<file path="src/rtl/mem_access_stage.sv">
// MEM pipeline stage: issues LW/LB/SB/SW on a req/ack bus, stalls EX while an access is
// outstanding, and holds the MEM/WB register for both memory and pass-through results.
module mem_access_stage #(
    parameter int BUS_TIMEOUT = 255
) (
    input  logic        clk,
    input  logic        rst_n,
    input  logic        ex_valid_i,
    input  logic [2:0]  ex_alu_sel_i,
    input  logic [7:0]  ex_alu_op_i,
    input  logic [31:0] ex_addr_i,
    input  logic [31:0] ex_store_data_i,
    input  logic        ex_wreg_i,
    input  logic [4:0]  ex_waddr_i,
    input  logic [31:0] ex_wdata_i,
    output logic        stall_o,
    output logic        wb_valid_o,
    output logic        wb_wreg_o,
    output logic [4:0]  wb_waddr_o,
    output logic [31:0] wb_wdata_o,
    output logic        mem_err_o,
    output logic        bus_req_o,
    output logic        bus_we_o,
    output logic [31:0] bus_addr_o,
    output logic [3:0]  bus_be_o,
    output logic [31:0] bus_wdata_o,
    input  logic        bus_ack_i,
    input  logic [31:0] bus_rdata_i
);

    localparam logic [2:0] RES_LOAD_STORE = 3'd6;
    localparam logic [7:0] LW_OP = 8'd10;
    localparam logic [7:0] LB_OP = 8'd11;
    localparam logic [7:0] SB_OP = 8'd12;
    localparam logic [7:0] SW_OP = 8'd13;
    localparam int CNT_W = $clog2(BUS_TIMEOUT + 2);
    localparam logic [CNT_W-1:0] TMO_LAST = CNT_W'((BUS_TIMEOUT > 0) ? BUS_TIMEOUT - 1 : 0);

    typedef enum logic {IDLE, BUSY} state_t;

    state_t             state_q, state_d;
    logic [CNT_W-1:0]   cnt_q, cnt_d;
    logic               wb_valid_q, wb_valid_d;
    logic               wb_wreg_q, wb_wreg_d;
    logic [4:0]         wb_waddr_q, wb_waddr_d;
    logic [31:0]        wb_wdata_q, wb_wdata_d;
    logic               mem_err_q, mem_err_d;
    logic               bus_req_q, bus_req_d;
    logic               bus_we_q, bus_we_d;
    logic [31:0]        bus_addr_q, bus_addr_d;
    logic [3:0]         bus_be_q, bus_be_d;
    logic [31:0]        bus_wdata_q, bus_wdata_d;
    // Fields of the accepted load/store needed at retirement.
    logic               lat_lb_q, lat_lb_d;
    logic               lat_load_q, lat_load_d;
    logic [1:0]         lat_boff_q, lat_boff_d;
    logic               lat_wreg_q, lat_wreg_d;
    logic [4:0]         lat_waddr_q, lat_waddr_d;

    logic        is_ls, is_word, is_store, misaligned, timeout_hit;
    logic [7:0]  lb_byte;

    assign is_ls       = ex_valid_i && (ex_alu_sel_i == RES_LOAD_STORE) &&
                         (ex_alu_op_i >= LW_OP) && (ex_alu_op_i <= SW_OP);
    assign is_word     = (ex_alu_op_i == LW_OP) || (ex_alu_op_i == SW_OP);
    assign is_store    = (ex_alu_op_i == SB_OP) || (ex_alu_op_i == SW_OP);
    assign misaligned  = is_word && (ex_addr_i[1:0] != 2'b00);
    assign timeout_hit = (BUS_TIMEOUT > 0) && (cnt_q == TMO_LAST);
    assign lb_byte     = bus_rdata_i[{lat_boff_q, 3'b000} +: 8];

    assign stall_o = ((state_q == IDLE) && is_ls && !misaligned) ||
                     ((state_q == BUSY) && !bus_ack_i && !timeout_hit);

    always_comb begin
        state_d     = state_q;
        cnt_d       = cnt_q;
        wb_valid_d  = 1'b0;
        wb_wreg_d   = 1'b0;
        wb_waddr_d  = wb_waddr_q;
        wb_wdata_d  = wb_wdata_q;
        mem_err_d   = 1'b0;
        bus_req_d   = bus_req_q;
        bus_we_d    = bus_we_q;
        bus_addr_d  = bus_addr_q;
        bus_be_d    = bus_be_q;
        bus_wdata_d = bus_wdata_q;
        lat_lb_d    = lat_lb_q;
        lat_load_d  = lat_load_q;
        lat_boff_d  = lat_boff_q;
        lat_wreg_d  = lat_wreg_q;
        lat_waddr_d = lat_waddr_q;
        case (state_q)
            IDLE: begin
                bus_req_d = 1'b0;
                if (ex_valid_i && !is_ls) begin
                    wb_valid_d = 1'b1;
                    wb_wreg_d  = ex_wreg_i;
                    wb_waddr_d = ex_waddr_i;
                    wb_wdata_d = ex_wdata_i;
                end else if (is_ls && misaligned) begin
                    wb_valid_d = 1'b1;
                    mem_err_d  = 1'b1;
                    wb_waddr_d = ex_waddr_i;
                end else if (is_ls) begin
                    state_d     = BUSY;
                    cnt_d       = '0;
                    bus_req_d   = 1'b1;
                    bus_we_d    = is_store;
                    bus_addr_d  = {ex_addr_i[31:2], 2'b00};
                    bus_be_d    = is_word ? 4'hF : (4'b0001 << ex_addr_i[1:0]);
                    bus_wdata_d = (ex_alu_op_i == SB_OP) ? {4{ex_store_data_i[7:0]}}
                                                         : ex_store_data_i;
                    lat_lb_d    = (ex_alu_op_i == LB_OP);
                    lat_load_d  = !is_store;
                    lat_boff_d  = ex_addr_i[1:0];
                    lat_wreg_d  = ex_wreg_i;
                    lat_waddr_d = ex_waddr_i;
                end
            end
            BUSY: begin
                if (bus_ack_i) begin
                    state_d    = IDLE;
                    bus_req_d  = 1'b0;
                    wb_valid_d = 1'b1;
                    wb_wreg_d  = lat_load_q && lat_wreg_q;
                    wb_waddr_d = lat_waddr_q;
                    wb_wdata_d = lat_lb_q ? {{24{lb_byte[7]}}, lb_byte} : bus_rdata_i;
                end else if (timeout_hit) begin
                    state_d    = IDLE;
                    bus_req_d  = 1'b0;
                    wb_valid_d = 1'b1;
                    mem_err_d  = 1'b1;
                end else begin
                    cnt_d = cnt_q + 1'b1;
                end
            end
            default: state_d = IDLE;
        endcase
    end

    always_ff @(posedge clk) begin
        if (!rst_n) begin
            state_q     <= IDLE;
            cnt_q       <= '0;
            wb_valid_q  <= 1'b0;
            wb_wreg_q   <= 1'b0;
            wb_waddr_q  <= '0;
            wb_wdata_q  <= '0;
            mem_err_q   <= 1'b0;
            bus_req_q   <= 1'b0;
            bus_we_q    <= 1'b0;
            bus_addr_q  <= '0;
            bus_be_q    <= '0;
            bus_wdata_q <= '0;
            lat_lb_q    <= 1'b0;
            lat_load_q  <= 1'b0;
            lat_boff_q  <= '0;
            lat_wreg_q  <= 1'b0;
            lat_waddr_q <= '0;
        end else begin
            state_q     <= state_d;
            cnt_q       <= cnt_d;
            wb_valid_q  <= wb_valid_d;
            wb_wreg_q   <= wb_wreg_d;
            wb_waddr_q  <= wb_waddr_d;
            wb_wdata_q  <= wb_wdata_d;
            mem_err_q   <= mem_err_d;
            bus_req_q   <= bus_req_d;
            bus_we_q    <= bus_we_d;
            bus_addr_q  <= bus_addr_d;
            bus_be_q    <= bus_be_d;
            bus_wdata_q <= bus_wdata_d;
            lat_lb_q    <= lat_lb_d;
            lat_load_q  <= lat_load_d;
            lat_boff_q  <= lat_boff_d;
            lat_wreg_q  <= lat_wreg_d;
            lat_waddr_q <= lat_waddr_d;
        end
    end

    assign wb_valid_o  = wb_valid_q;
    assign wb_wreg_o   = wb_wreg_q;
    assign wb_waddr_o  = wb_waddr_q;
    assign wb_wdata_o  = wb_wdata_q;
    assign mem_err_o   = mem_err_q;
    assign bus_req_o   = bus_req_q;
    assign bus_we_o    = bus_we_q;
    assign bus_addr_o  = bus_addr_q;
    assign bus_be_o    = bus_be_q;
    assign bus_wdata_o = bus_wdata_q;

endmodule

</file>
<file path="config.mk">
export PLATFORM = sky130hd
export DESIGN_NAME = mem_access_stage
export DESIGN_NICKNAME = d
export VERILOG_FILES = /design/src/rtl/mem_access_stage.sv
export SDC_FILE = /design/constraint.sdc
export NUM_CORES = 1
export LEC_CHECK = 0
export CAP_MARGIN = 20
export CORE_MARGIN = 5
export CORE_UTILIZATION = 46
export DETAILED_ROUTE_END_ITERATION = 6
export GPL_ROUTABILITY_DRIVEN = 0
export PLACE_DENSITY_LB_ADDON = 0.3
export SLEW_MARGIN = 5
export SYNTH_ARGS = -nofsm -noshare
export SYNTH_HDL_FRONTEND = slang
export SYNTH_SLANG_ARGS = --single-unit
</file>
<file path="constraint.sdc">
create_clock -name clk -period 6.75 [get_ports clk]
set_input_delay 1.6875 -clock clk [delete_from_list [all_inputs] [get_ports clk]]
set_output_delay 1.6875 -clock clk [all_outputs]
set_load 0.05 [all_outputs]
</file>
==> impl_metrics.csv <==
group,metric,value,unit
clocking,cts_hold_buf,0,
worst_setup_path,critPathMaxStageDelay,0.59,ns
clocking,cts_tree,"yes",
floorplan,die-area,0.0156,sq mm
timing,max_slew_margin,18.5,%
worst_setup_path,critPathKind,"input pin to primary output",
worst_setup_path,path_max_fanout,55,
synthesis,yosys_warnings,0,
worst_setup_path,rr_startpoint,"state_q$_SDFF_PN0_",
timing,period_share,78.1,%
clocking,cts_buffer_depth,2,
power,p_leak,0.00340,uW
timing,clock_skew,0.00604,ns
drt,vias_per_cell,5.68,
synthesis,synth_top_area_share,42.1,%
synthesis,syn_area_per_cell,8.65,sq um
cells_and_area,layout_common_cells,"clkdlybuf4s50_1 (256), dfxtp_1 (127), a21oi_1 (112)",
global_routing,grt_max_degree,79,
synthesis,async_flop_share,0,%
timing,setup_tns,0,ns
power,ir_worst_vdd,0.144,mV
power,powerDensity,211,mW/mm^2
drt,wl_per_cell,18.7,um
clocking,clkSlewWorstSetupHoldPaths,0.06,ns
power,p_comb_share,13.6,%
worst_setup_path,worst-path-buf-inv,3,
place,dpl.hpwl,14100,um
clocking,h-tree-depth,4,
outcome,status,"complete, no violations",
power,power_frac_clock,46.5,%
flow_run,drv_cap,0,
synthesis,synthTopCellsByArea,"dfxtp_1 (42%), a21oi_1 (9.2%), mux2i_1 (5.3%), nand3_1 (5.1%), a22o_1 (4.6%)",
timing,slew_viol_final,0,
place,io_buffers,257,
worst_setup_path,cp_top_family,"buffers and inverters",
timing,tightest_slew,1.22,ns
global_routing,grt_usage,25.3,%
cells_and_area,final_common_cell,"clkdlybuf4s50_1",
min_path,hp-class,"flop to flop",
worst_setup_path,crit_chain,"clkdlybuf4s50_1 > xor2_2 > nand4_2 > buf_4 > o21ai_1 > buf_12",
clocking,cts_sinks,128,
synthesis,yosys.area.top_type,"dfxtp_1",
cells_and_area,areaGrowthSynthToFinish,51.7,%
synthesis,synth_cell_types,56,
drt,drt-total-wl,20700,um
timing,hold_violations,0,
synthesis,synth_edf_count,0,
global_routing,grt_pass1_vias,5919,
clocking,cts_resized,0,
clocking,cts_setup_buffers,0,
clocking,cts_buffers,17,
floorplan,fp.dieW,125,um
drt,final_antenna_net_count,0,
floorplan,fp.coreArea,0.0131,sq mm
power,intPower,1450,uW
floorplan,initial_core_util,46.5,%
drt,drc,0,
worst_setup_path,cp-start-kind,"input pin",
drt,num_vias,6285,
floorplan,io_pins,260,
drt,drt_iter0_markers,479,
drt,dr.pass1.iters,5,
global_routing,antenna_found_initial,0,
cells_and_area,finalNetCount,1068,
global_routing,grt_overflow,0,
synthesis,synth_cells,703,
worst_setup_path,startpoint,"ex_alu_op_i[2]",
timing,finalCriticalPeriod,5.27,ns
worst_setup_path,worstPathRequired,5.06,ns
synthesis,ys.flop_type,"dfxtp_1",
min_path,holdCritStartpoint,"bus_wdata_o[7]$_SDFFE_PN0P_",
clocking,root_buffer,"clkbuf_16",
power,power_frac_seq,39.9,%
synthesis,ys_ff_latch,128,
cells_and_area,diodes,0,
timing,setup_viol_count_final,0,
synthesis,syn_area,0.00608,sq mm
worst_setup_path,critPathArrivalTime,3.59,ns
floorplan,fp.dieH,125,um
timing,rsz0062_at_grt,"no",
cells_and_area,final_core_util,70.5,%
worst_setup_path,critPathCaptureType,"primary output",
clocking,clock_latency,0.42,ns
worst_setup_path,cp_slowest_cell,"clkdlybuf4s50_1",
cells_and_area,drive_gt1_share,6.13,%
timing,timing.fmax,0.190,GHz
power,power_switching,496,uW
global_routing,grt_pass1_wl,32700,um
floorplan,rows,42,
power,switching_share,25.5,%
synthesis,yosysSeqAreaShare,42.1,%
cells by family (layout without fill, tap and decap cells):
group / after synthesis / count (layout) / synth area share [%]
mux: 33 / 33 / 5.64
fa+ha+maj: 2 / 2 / 0.412
compound gates: 267 / 267 / 27.8
buf+inv: 82 / 308 / 6.11
flops: 128 / 128 / 42.1
other cells: 1 / 2 / 0.0617
xor+xnor: 6 / 6 / 0.988
simple gates: 184 / 184 / 16.9
cell usage after synthesis (3+ instances only):
cell type,count
nor2b_1,5
o221ai_1,7
clkbuf_1,46
buf_2,13
xor2_1,3
o21ai_0,52
mux2i_1,32
o22a_1,8
nand2_1,10
a211oi_1,29
or4_1,3
o211ai_1,10
o2bb2a_1,4
nand4_1,8
a21oi_1,112
o21ai_1,3
a22o_1,32
nand3b_1,7
inv_1,10
nand3_1,62
nor2_1,36
buf_1,7
dfxtp_1,128
nand2b_1,33
path summary, 6_finish.rpt:
check	endpoint	cells after the start	slack [ns]
worst min-delay path	bus_wdata_o[7]$_SDFFE_PN0P_	2	0.47
worst max-delay path	stall_o	6	1.48
worst min register to register	bus_wdata_o[7]$_SDFFE_PN0P_	2	0.47
worst max register to register	bus_wdata_o[25]$_SDFFE_PN0P_	6	3.68
per-layer routing:
| metal | vias to the layer above | global-route usage (%) | part of all wire (%) |
|---|---|---|---|
| met5 | - | 0 | 0 |
| met3 | 27 | 9.17 | 9.8 |
| li1 | 3030 | - | - |
| met1 | 2965 | 32.4 | 42 |
| met4 | 0 | 7.65 | 1.9 |
| met2 | 263 | 40.2 | 47 |
layout make-up:
class / count / area (sq um)
clock buffer: 19 / 443
clock inverter: 13 / 138
fill: 1021 / 3860
inverter: 11 / 41.3
multi-input combinational: 494 / 3170
sequential: 128 / 2560
tap: 176 / 220
timing repair buffer: 265 / 2640
power by group through the flow:
| stage | registers [uW] | logic [uW] | clock network [uW] |
|---|---|---|---|
| 2_1_floorplan | 840 | 75.1 | 0 |
| 3_3_place_gp | 793 | 261 | 0 |
| 3_5_place_dp | 793 | 263 | 0 |
| 4_1_cts | 776 | 264 | 915 |
| 5_1_grt | 778 | 279 | 948 |
| 6_report | 776 | 265 | 904 |
worst register-to-register path: stages, from the launching register on:
cell      delay (ns)
dfxtp_2         0.48
buf_4           0.34
and4bb_1        0.35
and4_2          0.95
buf_4           0.48
a21oi_1         0.13
a211oi_1        0.25
registers in the layout, summed over array words and instances, names as in the netlist:
register and cells:
bus_req_o 1, cnt_q 9, wb_waddr_o 5, bus_wdata_o 32
lat_load_q 1, state_q 1, bus_addr_o 30, lat_boff_q 2
mem_err_o 1, bus_be_o 4, wb_wreg_o 1, wb_wdata_o 32
wb_valid_o 1, lat_lb_q 1, bus_we_o 1, lat_wreg_q 1
lat_waddr_q 5
stage by stage:
step	power [uW]	instances	hold slack, ns	setup WS (ns)	area (sq um)
2_1_floorplan	915	704	0.435	2.03	6080
3_3_place_gp	1050	1074	0.444	1.53	8640
3_5_place_dp	1060	1074	0.461	1.48	8640
4_1_cts	1960	1106	0.468	1.48	9220
5_1_grt	2010	1106	0.481	1.35	9220
6_report	1950	1106	0.469	1.48	9220
Power figures use the tool's default switching activity.
